===== src/rtl/text_mode_pkg.sv =====
// Shared constants and types for the 80x25 character-cell renderer.
package text_mode_pkg;

    // Default 640x400 raster geometry
    localparam int unsigned H_VIS_DEF = 640;
    localparam int unsigned H_TOT_DEF = 800;
    localparam int unsigned V_VIS_DEF = 400;
    localparam int unsigned V_TOT_DEF = 449;

    // Porch and sync widths, measured from the end of the visible area
    localparam int unsigned H_FP   = 16;
    localparam int unsigned H_SYNC = 96;
    localparam int unsigned H_BP   = 48;
    localparam int unsigned V_FP   = 12;
    localparam int unsigned V_SYNC = 2;
    localparam int unsigned V_BP   = 35;

    // Sync window bounds for the default geometry
    localparam int unsigned HS_START_DEF = H_VIS_DEF + H_FP;
    localparam int unsigned HS_END_DEF   = H_VIS_DEF + H_FP + H_SYNC;
    localparam int unsigned VS_START_DEF = V_VIS_DEF + V_FP;
    localparam int unsigned VS_END_DEF   = V_VIS_DEF + V_FP + V_SYNC;

    // Character grid
    localparam int unsigned COLS   = 80;
    localparam int unsigned ROWS   = 25;
    localparam int unsigned CELL_W = 8;
    localparam int unsigned CELL_H = 16;

    // Counter widths
    localparam int unsigned H_W     = 10;
    localparam int unsigned V_W     = 9;
    localparam int unsigned FRAME_W = 5;

    // Attribute byte fields
    localparam int unsigned ATTR_BLINK = 7;
    localparam int unsigned ATTR_BG_HI = 6;
    localparam int unsigned ATTR_BG_LO = 4;
    localparam int unsigned ATTR_FG_HI = 3;
    localparam int unsigned ATTR_FG_LO = 0;

    typedef struct packed {
        logic [7:0] attr;
        logic [7:0] chr;
    } text_word_t;

endpackage


===== src/rtl/text_raster_timing.sv =====
// Raster counters, sync/enable generation and next-line lookahead for the fetcher.
module text_raster_timing
    import text_mode_pkg::*;
#(
    parameter int unsigned H_VIS = H_VIS_DEF,
    parameter int unsigned H_TOT = H_TOT_DEF,
    parameter int unsigned V_VIS = V_VIS_DEF,
    parameter int unsigned V_TOT = V_TOT_DEF
) (
    input  logic               clk,
    input  logic               reset,
    input  logic               pix_ce,
    output logic [H_W-1:0]     h,
    output logic [FRAME_W-1:0] frame,
    output logic [V_W-1:0]     line_ahead,
    output logic               visible,
    output logic               hsync_raw,
    output logic               vsync_raw,
    output logic               primed
);

    localparam logic [H_W-1:0] H_LAST   = H_W'(H_TOT - 1);
    localparam logic [H_W-1:0] H_PRIME  = H_W'(H_TOT - 3);
    localparam logic [H_W-1:0] H_AHEAD  = H_W'(H_TOT - CELL_W);
    localparam logic [H_W-1:0] H_VIS_L  = H_W'(H_VIS);
    localparam logic [H_W-1:0] HS_START = H_W'(H_VIS + H_FP);
    localparam logic [H_W-1:0] HS_END   = H_W'(H_VIS + H_FP + H_SYNC);
    localparam logic [V_W-1:0] V_LAST   = V_W'(V_TOT - 1);
    localparam logic [V_W-1:0] V_VIS_L  = V_W'(V_VIS);
    localparam logic [V_W-1:0] VS_START = V_W'(V_VIS + V_FP);
    localparam logic [V_W-1:0] VS_END   = V_W'(V_VIS + V_FP + V_SYNC);

    logic [H_W-1:0]     h_q;
    logic [V_W-1:0]     v_q;
    logic [FRAME_W-1:0] frame_q;
    logic               primed_q;
    logic [V_W-1:0]     v_next;

    // Advance h/v/frame on each pixel tick; primed marks the first full column-0 prefetch
    always_ff @(posedge clk) begin
        if (reset) begin
            h_q      <= '0;
            v_q      <= '0;
            frame_q  <= '0;
            primed_q <= 1'b0;
        end else if (pix_ce) begin
            if (h_q == H_LAST) begin
                h_q <= '0;
                if (v_q == V_LAST) begin
                    v_q     <= '0;
                    frame_q <= frame_q + FRAME_W'(1);
                end else begin
                    v_q <= v_q + V_W'(1);
                end
            end else begin
                h_q <= h_q + H_W'(1);
            end
            if (h_q == H_PRIME && v_q == V_LAST) begin
                primed_q <= 1'b1;
            end
        end
    end

    // Near the end of a line the fetcher works on the following line
    always_comb begin
        v_next     = (v_q == V_LAST) ? '0 : v_q + V_W'(1);
        line_ahead = (h_q >= H_AHEAD) ? v_next : v_q;
        visible    = (h_q < H_VIS_L) && (v_q < V_VIS_L);
        hsync_raw  = !((h_q >= HS_START) && (h_q < HS_END));
        vsync_raw  = (v_q >= VS_START) && (v_q < VS_END);
    end

    assign h      = h_q;
    assign frame  = frame_q;
    assign primed = primed_q;

endmodule


===== src/rtl/text_mode_renderer.sv =====
// Text-mode renderer: cell fetch pipeline (text RAM -> font ROM) and pixel shifter.
module text_mode_renderer
    import text_mode_pkg::*;
#(
    parameter int unsigned H_VIS     = H_VIS_DEF,
    parameter int unsigned H_TOT     = H_TOT_DEF,
    parameter int unsigned V_VIS     = V_VIS_DEF,
    parameter int unsigned V_TOT     = V_TOT_DEF,
    parameter int unsigned BLINK_BIT = 4
) (
    input  logic        clk,
    input  logic        reset,
    input  logic        pix_ce,
    output logic [10:0] text_addr,
    input  logic [15:0] text_q,
    output logic [11:0] font_addr,
    input  logic [7:0]  font_q,
    output logic [3:0]  color,
    output logic        de,
    output logic        hsync,
    output logic        vsync
);

    localparam int unsigned COL_W    = H_W - 3;
    localparam int unsigned CELLS    = H_TOT / CELL_W;
    localparam int unsigned VIS_COLS = H_VIS / CELL_W;

    logic [H_W-1:0]     h;
    logic [FRAME_W-1:0] frame;
    logic [V_W-1:0]     line_ahead;
    logic               visible;
    logic               hsync_raw;
    logic               vsync_raw;
    logic               primed;

    text_raster_timing #(
        .H_VIS (H_VIS),
        .H_TOT (H_TOT),
        .V_VIS (V_VIS),
        .V_TOT (V_TOT)
    ) u_timing (
        .clk        (clk),
        .reset      (reset),
        .pix_ce     (pix_ce),
        .h          (h),
        .frame      (frame),
        .line_ahead (line_ahead),
        .visible    (visible),
        .hsync_raw  (hsync_raw),
        .vsync_raw  (vsync_raw),
        .primed     (primed)
    );

    text_word_t word;
    assign word = text_q;

    logic [2:0]       phase;
    logic [COL_W-1:0] col_raw;
    logic [COL_W-1:0] col;
    logic             target_ok;
    logic [10:0]      fetch_addr;

    logic [3:0] glyph_row_q;
    logic       pending_q;
    logic [7:0] attr_q;
    logic [7:0] hold_glyph_q;
    logic [7:0] hold_attr_q;
    logic [7:0] shift_q;
    logic [7:0] cur_attr_q;

    logic [7:0] src_glyph;
    logic [7:0] src_attr;
    logic [7:0] attr_now;
    logic       bit_now;
    logic       blink;
    logic [3:0] pix_color;

    // Target cell is three pixels ahead; the column index wraps at the end of the line
    always_comb begin
        phase      = h[2:0];
        col_raw    = h[H_W-1:3] + ((h[2:0] >= 3'd5) ? COL_W'(1) : COL_W'(0));
        col        = (col_raw >= COL_W'(CELLS)) ? col_raw - COL_W'(CELLS) : col_raw;
        target_ok  = (col < COL_W'(VIS_COLS)) && (line_ahead < V_W'(V_VIS));
        fetch_addr = 11'(line_ahead[V_W-1:4]) * 11'(COLS) + 11'(col);
    end

    // Pixel colour; on a cell boundary the bit comes straight from the holding registers
    always_comb begin
        src_glyph = pending_q ? hold_glyph_q : 8'h00;
        src_attr  = pending_q ? hold_attr_q : 8'h00;
        if (phase == 3'd0) begin
            bit_now  = src_glyph[7];
            attr_now = src_attr;
        end else begin
            bit_now  = shift_q[7];
            attr_now = cur_attr_q;
        end
        blink     = attr_now[ATTR_BLINK] & frame[BLINK_BIT];
        pix_color = 4'h0;
        if (visible && primed) begin
            pix_color = (bit_now && !blink) ? attr_now[ATTR_FG_HI:ATTR_FG_LO]
                                            : {1'b0, attr_now[ATTR_BG_HI:ATTR_BG_LO]};
        end
    end

    // Fetch pipeline, shifter and registered video outputs, all stepped by pix_ce
    always_ff @(posedge clk) begin
        if (reset) begin
            text_addr    <= '0;
            font_addr    <= '0;
            glyph_row_q  <= '0;
            pending_q    <= 1'b0;
            attr_q       <= '0;
            hold_glyph_q <= '0;
            hold_attr_q  <= '0;
            shift_q      <= '0;
            cur_attr_q   <= '0;
            color        <= '0;
            de           <= 1'b0;
            hsync        <= 1'b1;
            vsync        <= 1'b0;
        end else if (pix_ce) begin
            case (phase)
                3'd5: begin
                    if (target_ok) begin
                        text_addr <= fetch_addr;
                    end
                    pending_q   <= target_ok;
                    glyph_row_q <= line_ahead[3:0];
                end
                3'd6: begin
                    attr_q    <= word.attr;
                    font_addr <= {word.chr, glyph_row_q};
                end
                3'd7: begin
                    hold_glyph_q <= font_q;
                    hold_attr_q  <= attr_q;
                end
                default: ;
            endcase
            if (phase == 3'd0) begin
                shift_q    <= {src_glyph[6:0], 1'b0};
                cur_attr_q <= src_attr;
            end else begin
                shift_q <= {shift_q[6:0], 1'b0};
            end
            color <= pix_color;
            de    <= visible & primed;
            hsync <= hsync_raw;
            vsync <= vsync_raw;
        end
    end

endmodule


===== config.mk =====
export PLATFORM = sky130hd
export DESIGN_NAME = text_mode_renderer
export DESIGN_NICKNAME = d
export VERILOG_FILES = /design/src/rtl/text_mode_pkg.sv /design/src/rtl/text_raster_timing.sv /design/src/rtl/text_mode_renderer.sv
export SDC_FILE = /design/constraint.sdc
export NUM_CORES = 1
export LEC_CHECK = 0
export CORE_MARGIN = 4
export CORE_UTILIZATION = 56
export DETAILED_ROUTE_END_ITERATION = 8
export PLACE_DENSITY = 0.9
export SETUP_SLACK_MARGIN = 0.02
export SLEW_MARGIN = 30
export SYNTH_ARGS = -nofsm -noshare
export SYNTH_HDL_FRONTEND = slang
export SYNTH_SLANG_ARGS = --single-unit

===== constraint.sdc =====
create_clock -name clk -period 4.4 [get_ports clk]
set_clock_uncertainty 0.05 [all_clocks]
set_input_delay 0.88 -clock clk [delete_from_list [all_inputs] [get_ports clk]]
set_output_delay 0.88 -clock clk [all_outputs]
set_load 0.01 [all_outputs]

==> results.tsv, run 1 <==
metric	value	unit
status	finished, final reports clean	
worst_pin_slew	0.8051	ns
endpoint_kind	flop	
yosys-top-cells-count	128 x nand2_1, 99 x dfxtp_1, 69 x a21oi_1	
io_pins	57	
wire_per_inst	14.85	um
multi_input_area	2785	um2
p_comb_share	5.4	%
clock_sinks	99	
fmax	256.8	MHz
utilization	66.05	%
place.gp.congestion	0.9357	
synth_seq_cells	99	
grt_max_degree	49	
p_leak	2.092	nW
maxCapViolations	0	
ys_types	61	
relSlewSlack	46.33	%
clk_pin_slew_worst_paths	0.11	ns
dr.pass1.iters	5	
seq_power_share	56.8	%
synth_area_leaders	dfxtp_1 40%, nand2_1 9.6%, a21oi_1 6.9%	
grt_first_pass_wirelength	19580	um
insertion_delay	0.37	ns
critPathLaunchType	flop	
crit_required	4.66	ns
cts_buffer_depth	2	
async_flop_share	0	%
cpMaxStageDelayCell	dfxtp_1	
worstHoldPathType	flop to flop	
cts_buffers	9	
power.share.clock	37.8	%
first_iter_violations	414	
synth_flop_cell	dfxtp_1	
syn_avg_cell_area	8.020	um2
cts-resized-gates	0	
synth_edf_count	0	
synth_warnings	0	
crit_path_max_fanout	10	
finalSetupTns	0	ns
start_util	57.47	%
grt_util_all_layers	22.77	%
die_x	102.6	um
first_global_vias	4339	
wl	11440	um
dr_total_vias	4531	
port_buffers	56	
worst-endpoint-arrival	4.15	ns
cts_setup_buffers	0	
n_fill_cell	689	
die_h	102.6	um
htreeDepth	3	
power_density	277.0	nW/um2
rows	34	
period_share	88.50	%
yosysMostFrequentCell	nand2_1	
ir_drop	0.1949	mV
worst_hold_slack	0.4068	ns
drc	0	
cts_hold_buf	0	
grt_overflow_total	0	
seqCellArea	1982	um2
yosysTopAreaCell	dfxtp_1	
synthesis.area	5012	um2
yosysTopAreaCellShare	39.54	%
via_per_inst	5.884	
grt_antenna_before_repair	0	
finalSetupViolations	0	
area_growth	14.93	%
clockRootBuffer	clkbuf_8	
period_minus_slack	3.894	ns
syn-num-nets	674	
switchingPower	0.3918	mW
rsz0062_at_grt	false	
cts_tree	built	
ys_seq_area_share	39.54	%
nets	706	
antenna_cells	0	
route.antenna.remaining_nets	0	
slowest_delay	0.51	ns
layout-drive-gt1-share	5.589	%
power.share.switching	24.55	%
netlist_instances	625	
core	8721	um2
hpwl	8268	um
worstPathCellList	nor4b_1, and2_1, o21ai_0, nand2_1, o21ai_0, ha_1, ha_1, fa_1, xor2_1, nand3_1, inv_1, a21oi_1, o311ai_0, or3b_2, o22ai_1	
path_class	flop to flop	
finalHoldViolations	0	
design.die.area	10530	um2
p_int	1.204	mW
slew_violations	0	
-- worst max-delay path: cells and delay by family, from the launching register on --
family	cells	cell delay [ns]
flops	1	0.51
xor+xnor	1	0.20
fa+ha+maj	3	0.91
compound gates	5	0.61
buf+inv	1	0.07
simple gates	5	1.48
-- stage by stage --
step | area (um2) | cells | worst slack, ns | power [mW]
after CTS | 5761 | 770 | 0.5326 | 1.597
after floorplan | 5012 | 625 | 0.8959 | 0.9749
final | 5761 | 770 | 0.5059 | 1.596
after global routing | 5761 | 770 | 0.1551 | 1.638
after detailed placement | 5555 | 754 | 0.5495 | 1.013
after global placement | 5555 | 754 | 0.7344 | 1.009
-- flip-flops by register name, indices dropped and copies added (netlist names), 4 cells and up --
| register | count |
|---|---|
| hold_glyph_q | 8 |
| shift_q | 7 |
| u_timing.h | 10 |
| attr_q | 8 |
| hold_attr_q | 8 |
| u_timing.v_q | 9 |
| glyph_row_q | 4 |
| text_addr | 11 |
| cur_attr_q | 8 |
| u_timing.frame | 5 |
| color | 4 |
| font_addr | 12 |
-- layout make-up --
class | instances | area share (%)
Multi-Input combinational cell | 472 | 48.35
Clock buffer | 10 | 2.215
Timing Repair Buffer | 63 | 10.56
Inverter | 12 | 0.7819
Clock inverter | 6 | 1.347
Tap cell | 108 | 2.346
Sequential cell | 99 | 34.40
-- path summary, 6_finish.rpt --
kind	startpoint	end	slack, ns	cells past startpoint
setup / recovery	u_timing.v_q[6]	text_addr[9]	0.51	15
hold / removal	font_addr[11]	font_addr[11]	0.41	2
setup reg to reg	u_timing.v_q[6]	text_addr[9]	0.51	15
hold reg to reg	font_addr[11]	font_addr[11]	0.41	2
-- placed cells by master (no fill, tap or decap), types with 9 or more instances in the layout --
cell type	count
nand2_1	128
dfxtp_1	99
a21oi_1	69
clkdlybuf4s50_1	55
nor2_1	53
nand3_1	37
ha_1	21
xor2_1	16
and3_1	13
nor3_1	11
inv_1	11
xnor2_1	11
mux2i_1	11
a311oi_1	10
nand4_1	10
clkbuf_8	9
-- metal layers --
layer | up-vias | wire length [um] | GRT usage (%)
met3 | 27 | 663 | 3.789
li1 | 2242 | - | -
met4 | 0 | 209 | 8.880
met2 | 144 | 5695 | 37.93
met5 | - | 0 | 0
met1 | 2118 | 4866 | 29.57
-- logic make-up after synthesis --
| kind of cell | after synthesis | synth area share, % |
|---|---|---|
| AOI/OAI and AO/OA | 128 | 17.05 |
| xor gates and xnor gates | 27 | 4.718 |
| adders and majority gates | 22 | 5.642 |
| buffers and inverters | 54 | 4.893 |
| DFF | 99 | 39.54 |
| muxes | 14 | 2.871 |
| and+or+nand+nor | 281 | 25.29 |
-- power groups by stage --
stage	registers (mW)	clock network [mW]	logic, mW
after floorplan	0.926	0	0.0488
after global placement	0.927	0	0.0821
after detailed placement	0.928	0	0.0850
after CTS	0.907	0.604	0.0855
after global routing	0.908	0.636	0.0938
final	0.907	0.603	0.0859
Note: power is estimated with default switching activity, not from simulation.
==> run 2, diff against run 1 <==
--- a/config.mk
+++ b/config.mk
@@ -6,9 +6,9 @@
 export NUM_CORES = 1
 export LEC_CHECK = 0
 export CORE_MARGIN = 4
-export CORE_UTILIZATION = 56
+export CORE_UTILIZATION = 60
 export DETAILED_ROUTE_END_ITERATION = 8
-export PLACE_DENSITY = 0.9
+export PLACE_DENSITY = 0.94
 export SETUP_SLACK_MARGIN = 0.02
 export SLEW_MARGIN = 30
 export SYNTH_ARGS = -nofsm -noshare
==> constraint.sdc (replaced) <==
create_clock -name clk -period 4.95 [get_ports clk]
set_clock_uncertainty 0.05 [all_clocks]
set_input_delay 0.99 -clock clk [delete_from_list [all_inputs] [get_ports clk]]
set_output_delay 0.99 -clock clk [all_outputs]
set_load 0.01 [all_outputs]
==> results.tsv, run 2 (synthesis results as in run 1) <==
metric	value	unit
grt_antenna_before_repair	0	
io_pins	57	
wl	11420	um
period_minus_slack	3.939	ns
route.antenna.remaining_nets	0	
multi_input_area	2788	um2
grt_overflow_total	0	
rows	33	
ir_drop	0.1792	mV
worst-endpoint-arrival	4.20	ns
cts-resized-gates	0	
rr_startpoint	u_timing.v_q[6]	
power.share.clock	36.4	%
worstHoldPathType	flop to flop	
clockRootBuffer	clkbuf_8	
crit_path_max_fanout	10	
maxCapViolations	0	
nets	702	
grt_first_pass_wirelength	19390	um
finalSetupViolations	0	
hpwl	7993	um
slew_violations	0	
dr_total_vias	4523	
cts_hold_buf	0	
fmax	253.8	MHz
worst_pin_slew	0.8866	ns
clk_pin_slew_worst_paths	0.11	ns
rsz0062_at_grt	false	
r2r_cells	15	
largest_reg_flops	12	
drc	0	
cts_tree	built	
cts_setup_buffers	0	
regMostFlops	font_addr	
status	finished, final reports clean	
first_global_vias	4238	
n_fill_cell	624	
wire_per_inst	14.97	um
antenna_cells	0	
critPathLaunchType	flop	
endpoint	text_addr[9]	
die_x	99.40	um
port_buffers	56	
htreeDepth	3	
path_class	flop to flop	
first_iter_violations	329	
endpoint_kind	flop	
period_share	79.58	%
via_per_inst	5.928	
start_util	61.31	%
rr_endpoint	text_addr[9]	
switchingPower	0.3589	mW
core	8175	um2
insertion_delay	0.37	ns
die_h	99.40	um
finalSetupTns	0	ns
power.share.switching	25.90	%
place.gp.congestion	0.9072	
grt_util_all_layers	23.67	%
ff2ff_setup_slack	1.01	ns
dpl_cell_area	5522	um2
finalHoldViolations	0	
relSlewSlack	40.89	%
power_density	242.4	nW/um2
cts_buffer_depth	2	
p_int	1.027	mW
layout.cells.most_common	nand2_1	
design.die.area	9880	um2
seq_power_share	58.2	%
dr.pass1.iters	5	
clock_sinks	99	
seqCellArea	1982	um2
cts_buffers	9	
layout-drive-gt1-share	5.319	%
worst_hold_slack	0.4088	ns
grt_max_degree	64	
p_leak	2.078	nW
layout_common_cells	128 x nand2_1, 99 x dfxtp_1, 69 x a21oi_1	
startpoint	u_timing.v_q[6]	
crit_required	5.21	ns
p_comb_share	5.4	%
area_growth	14.05	%
final_area	5717	um2
==> run 2: cell count changes in the layout (fill, tap and decap cells not counted) <==
cell,delta
clkinvlp_4,-2
inv_6,+2
nor2b_1,-1
clkinv_4,-1
bufinv_16,-1
clkbuf_1,-1
inv_8,+2
nor2b_2,+1
clkinv_2,+1
buf_4,-4
==> run 2: final cells by class <==
class / instances / share of cell area (%)
Multi-Input combinational cell: 472 / 48.76
Sequential cell: 99 / 34.67
Timing Repair Buffer: 59 / 10.11
Tap cell: 105 / 2.298
Clock buffer: 9 / 2.167
Clock inverter: 7 / 1.204
Inverter: 12 / 0.7879
==> run 2: metal layers <==
| layer | vias up | wire [um] | GRT usage [%] |
|---|---|---|---|
| met4 | 0 | 289 | 10.71 |
| met3 | 29 | 571 | 4.418 |
| met1 | 2118 | 4800 | 29.71 |
| met2 | 140 | 5758 | 39.51 |
| met5 | - | 0 | 0 |
| li1 | 2236 | - | - |
==> run 2: worst min path at each step <==
stage               slack (ns)       startpoint         endpoint  cells after the start
detailed placement        0.40        attr_q[0]   hold_attr_q[0]                      2
finish                    0.41        attr_q[0]   hold_attr_q[0]                      2
global route              0.42        attr_q[0]   hold_attr_q[0]                      2
CTS                       0.41        attr_q[0]   hold_attr_q[0]                      2
global placement          0.39        attr_q[5]   hold_attr_q[5]                      2
floorplan                 0.38  u_timing.primed  u_timing.primed                      2
==> run 2: stage by stage <==
| stage | cells | util (%) | power, mW | worst slack [ns] |
|---|---|---|---|---|
| CTS | 763 | 69.90 | 1.394 | 1.055 |
| finish | 763 | 69.93 | 1.386 | 1.011 |
| global placement | 747 | 67.54 | 0.8950 | 1.303 |
| detailed placement | 747 | 67.54 | 0.8980 | 1.075 |
| floorplan | 625 | - | 0.8665 | 1.446 |
| global route | 763 | 69.93 | 1.438 | 0.6590 |
==> run 2: power groups by stage <==
stage	registers (mW)	clock network, mW	logic, mW
5_1_grt	0.807	0.549	0.0823
6_report	0.806	0.505	0.0749
2_1_floorplan	0.823	0	0.0433
3_3_place_gp	0.824	0	0.0710
3_5_place_dp	0.825	0	0.0735
4_1_cts	0.806	0.514	0.0743
==> run 2: critical path: stages (launching register included) <==
cell      delay, ns
dfxtp_1        0.51
nor4b_1        0.43
and2_1         0.29
o21ai_0        0.12
nand2_1        0.11
o21ai_0        0.13
ha_1           0.33
ha_1           0.25
fa_1           0.38
xor2_1         0.20
nand3_1        0.16
inv_1          0.07
a21oi_1        0.15
o311ai_0       0.12
or3b_2         0.47
o22ai_1        0.10
==> run 3, diff against run 2 <==
--- a/config.mk
+++ b/config.mk
@@ -6,9 +6,9 @@
 export NUM_CORES = 1
 export LEC_CHECK = 0
 export CORE_MARGIN = 4
-export CORE_UTILIZATION = 60
+export CORE_UTILIZATION = 51
 export DETAILED_ROUTE_END_ITERATION = 8
-export PLACE_DENSITY = 0.94
+export PLACE_DENSITY = 0.86
 export SETUP_SLACK_MARGIN = 0.02
 export SLEW_MARGIN = 30
 export SYNTH_ARGS = -nofsm -noshare
==> constraint.sdc (replaced) <==
create_clock -name clk -period 3.55 [get_ports clk]
set_clock_uncertainty 0.05 [all_clocks]
set_input_delay 0.71 -clock clk [delete_from_list [all_inputs] [get_ports clk]]
set_output_delay 0.71 -clock clk [all_outputs]
set_load 0.01 [all_outputs]
==> results.tsv, run 3 (synthesis results as in run 1) <==
metric	value	unit
crit_required	3.81	ns
port_buffers	56	
power_density	309.3	nW/um2
clk_pin_slew_worst_paths	0.11	ns
r2r_cells	14	
core	9415	um2
htreeDepth	3	
dp_slack	-0.1381	ns
fmax	291.2	MHz
endpoint_kind	flop	
grt_max_degree	47	
rr_startpoint	u_timing.h[4]	
hpwl	8854	um
via_per_inst	5.753	
clockRootBuffer	clkbuf_8	
first_global_vias	4510	
dr.pass1.iters	4	
fin_cells	831	
worst_hold_path.num_cells	2	
ff2ff_setup_slack	0.12	ns
cts_tree	built	
period_minus_slack	3.435	ns
place.gp.congestion	0.9867	
grt_first_pass_wirelength	20730	um
setup_ws	0.1154	ns
grt_antenna_before_repair	0	
maxCapViolations	0	
ir_drop	0.2107	mV
critPathLaunchType	flop	
worstHoldPathType	flop to flop	
finalSetupViolations	0	
antenna_cells	0	
slew_violations	0	
nets	746	
insertion_delay	0.38	ns
finalHoldViolations	0	
largest_reg_flops	12	
cts_buffer_depth	2	
worst_pin_slew	0.7295	ns
hold_end	hold_attr_q[5]	
io_pins	57	
path_class	flop to flop	
grt_overflow_total	0	
relSlewSlack	51.30	%
regMostFlops	font_addr	
wire_per_inst	15.80	um
worst-endpoint-arrival	3.69	ns
status	finished, final reports clean	
area_growth	25.49	%
design.die.area	11480	um2
worst_hold_slack	0.4101	ns
placed_cells	805	
rows	35	
layout-drive-gt1-share	16.81	%
p_leak	2.303	nW
rr_endpoint	text_addr[9]	
cts_buffers	9	
holdCritStartpoint	attr_q[5]	
finalSetupTns	0	ns
dr_total_vias	4781	
layout.cells.most_common	nand2_1	
drc	0	
first_iter_violations	263	
start_util	53.24	%
wl	13130	um
layout_common_cells	126 x nand2_1, 90 x dfxtp_1, 66 x a21oi_1	
crit_path_max_fanout	4	
period_share	96.75	%
route.antenna.remaining_nets	0	
die_x	107.1	um
grt_util_all_layers	21.97	%
clock_sinks	99	
die_h	107.1	um
==> run 3: cell type report <==
type	instances	area (um2)
tap	129	161.4
clock buffer	10	127.6
timing repair buffer	103	908.4
inverter	12	45.04
fill	728	3126
clock inverter	6	61.31
sequential	99	1998
multi-input combinational	472	2988
==> run 3: through the flow <==
| stage | utilization [%] | power, mW | cell area, um2 |
|---|---|---|---|
| final | 66.80 | 1.945 | 6290 |
| after global placement | 61.67 | 1.257 | 5807 |
| after global routing | 66.80 | 2.006 | 6290 |
| after detailed placement | 61.67 | 1.261 | 5807 |
| after CTS | 64.52 | 1.955 | 6075 |
| after floorplan | - | 1.208 | 5012 |
==> run 3: power by group <==
part / leakage (nW) / internal (mW) / switching (mW)
clock: 0.0917 / 0.271 / 0.436
combinational: 1.41 / 0.0471 / 0.0701
sequential: 0.804 / 1.12 / 0.00506
==> run 3: how the worst max path moves through the flow <==
| stage | startpoint | to | slack, ns | depth (start not counted) |
|---|---|---|---|---|
| 3_5_place_dp | u_timing.h[1] | text_addr[9] | -0.14 | 17 |
| 4_1_cts | u_timing.h[1] | text_addr[9] | 0.02 | 15 |
| 6_report | u_timing.h[4] | text_addr[9] | 0.12 | 14 |
| 5_1_grt | u_timing.h[4] | text_addr[9] | -0.03 | 14 |
| 3_3_place_gp | u_timing.v_q[1] | text_addr[9] | 0.06 | 17 |
| 2_1_floorplan | u_timing.h[1] | text_addr[9] | 0.05 | 17 |
==> run 3: critical path, cell delays in order, from the launching register on <==
cell	delay [ns]
dfxtp_2	0.35
a2111oi_4	0.53
buf_4	0.22
nor3_1	0.06
xor2_1	0.21
ha_1	0.24
ha_2	0.21
fa_2	0.40
xor2_4	0.18
nand3_2	0.10
inv_1	0.06
a21oi_2	0.12
o311ai_1	0.11
or3b_4	0.40
o22ai_1	0.12
==> run 3: routing by layer <==
layer  share of wire, %  wire length, um  up-vias  GRT usage, %
li1                   -                -     2324             -
met5                  0                0        -             0
met2                 51             6631      165         38.11
met4                2.6              346        0         7.123
met3                5.4              703       43         4.576
met1                 41             5445     2249         27.10
==> run 3: repair_timing <==
action                                 CTS  global route
gates cloned                             0             0
pin swaps                                5            21
hold buffers                             0             0
setup endpoints to repair                4             4
gates resized for setup                 15            40
endpoints found under the hold margin    0             0
buffers inserted                         3             7
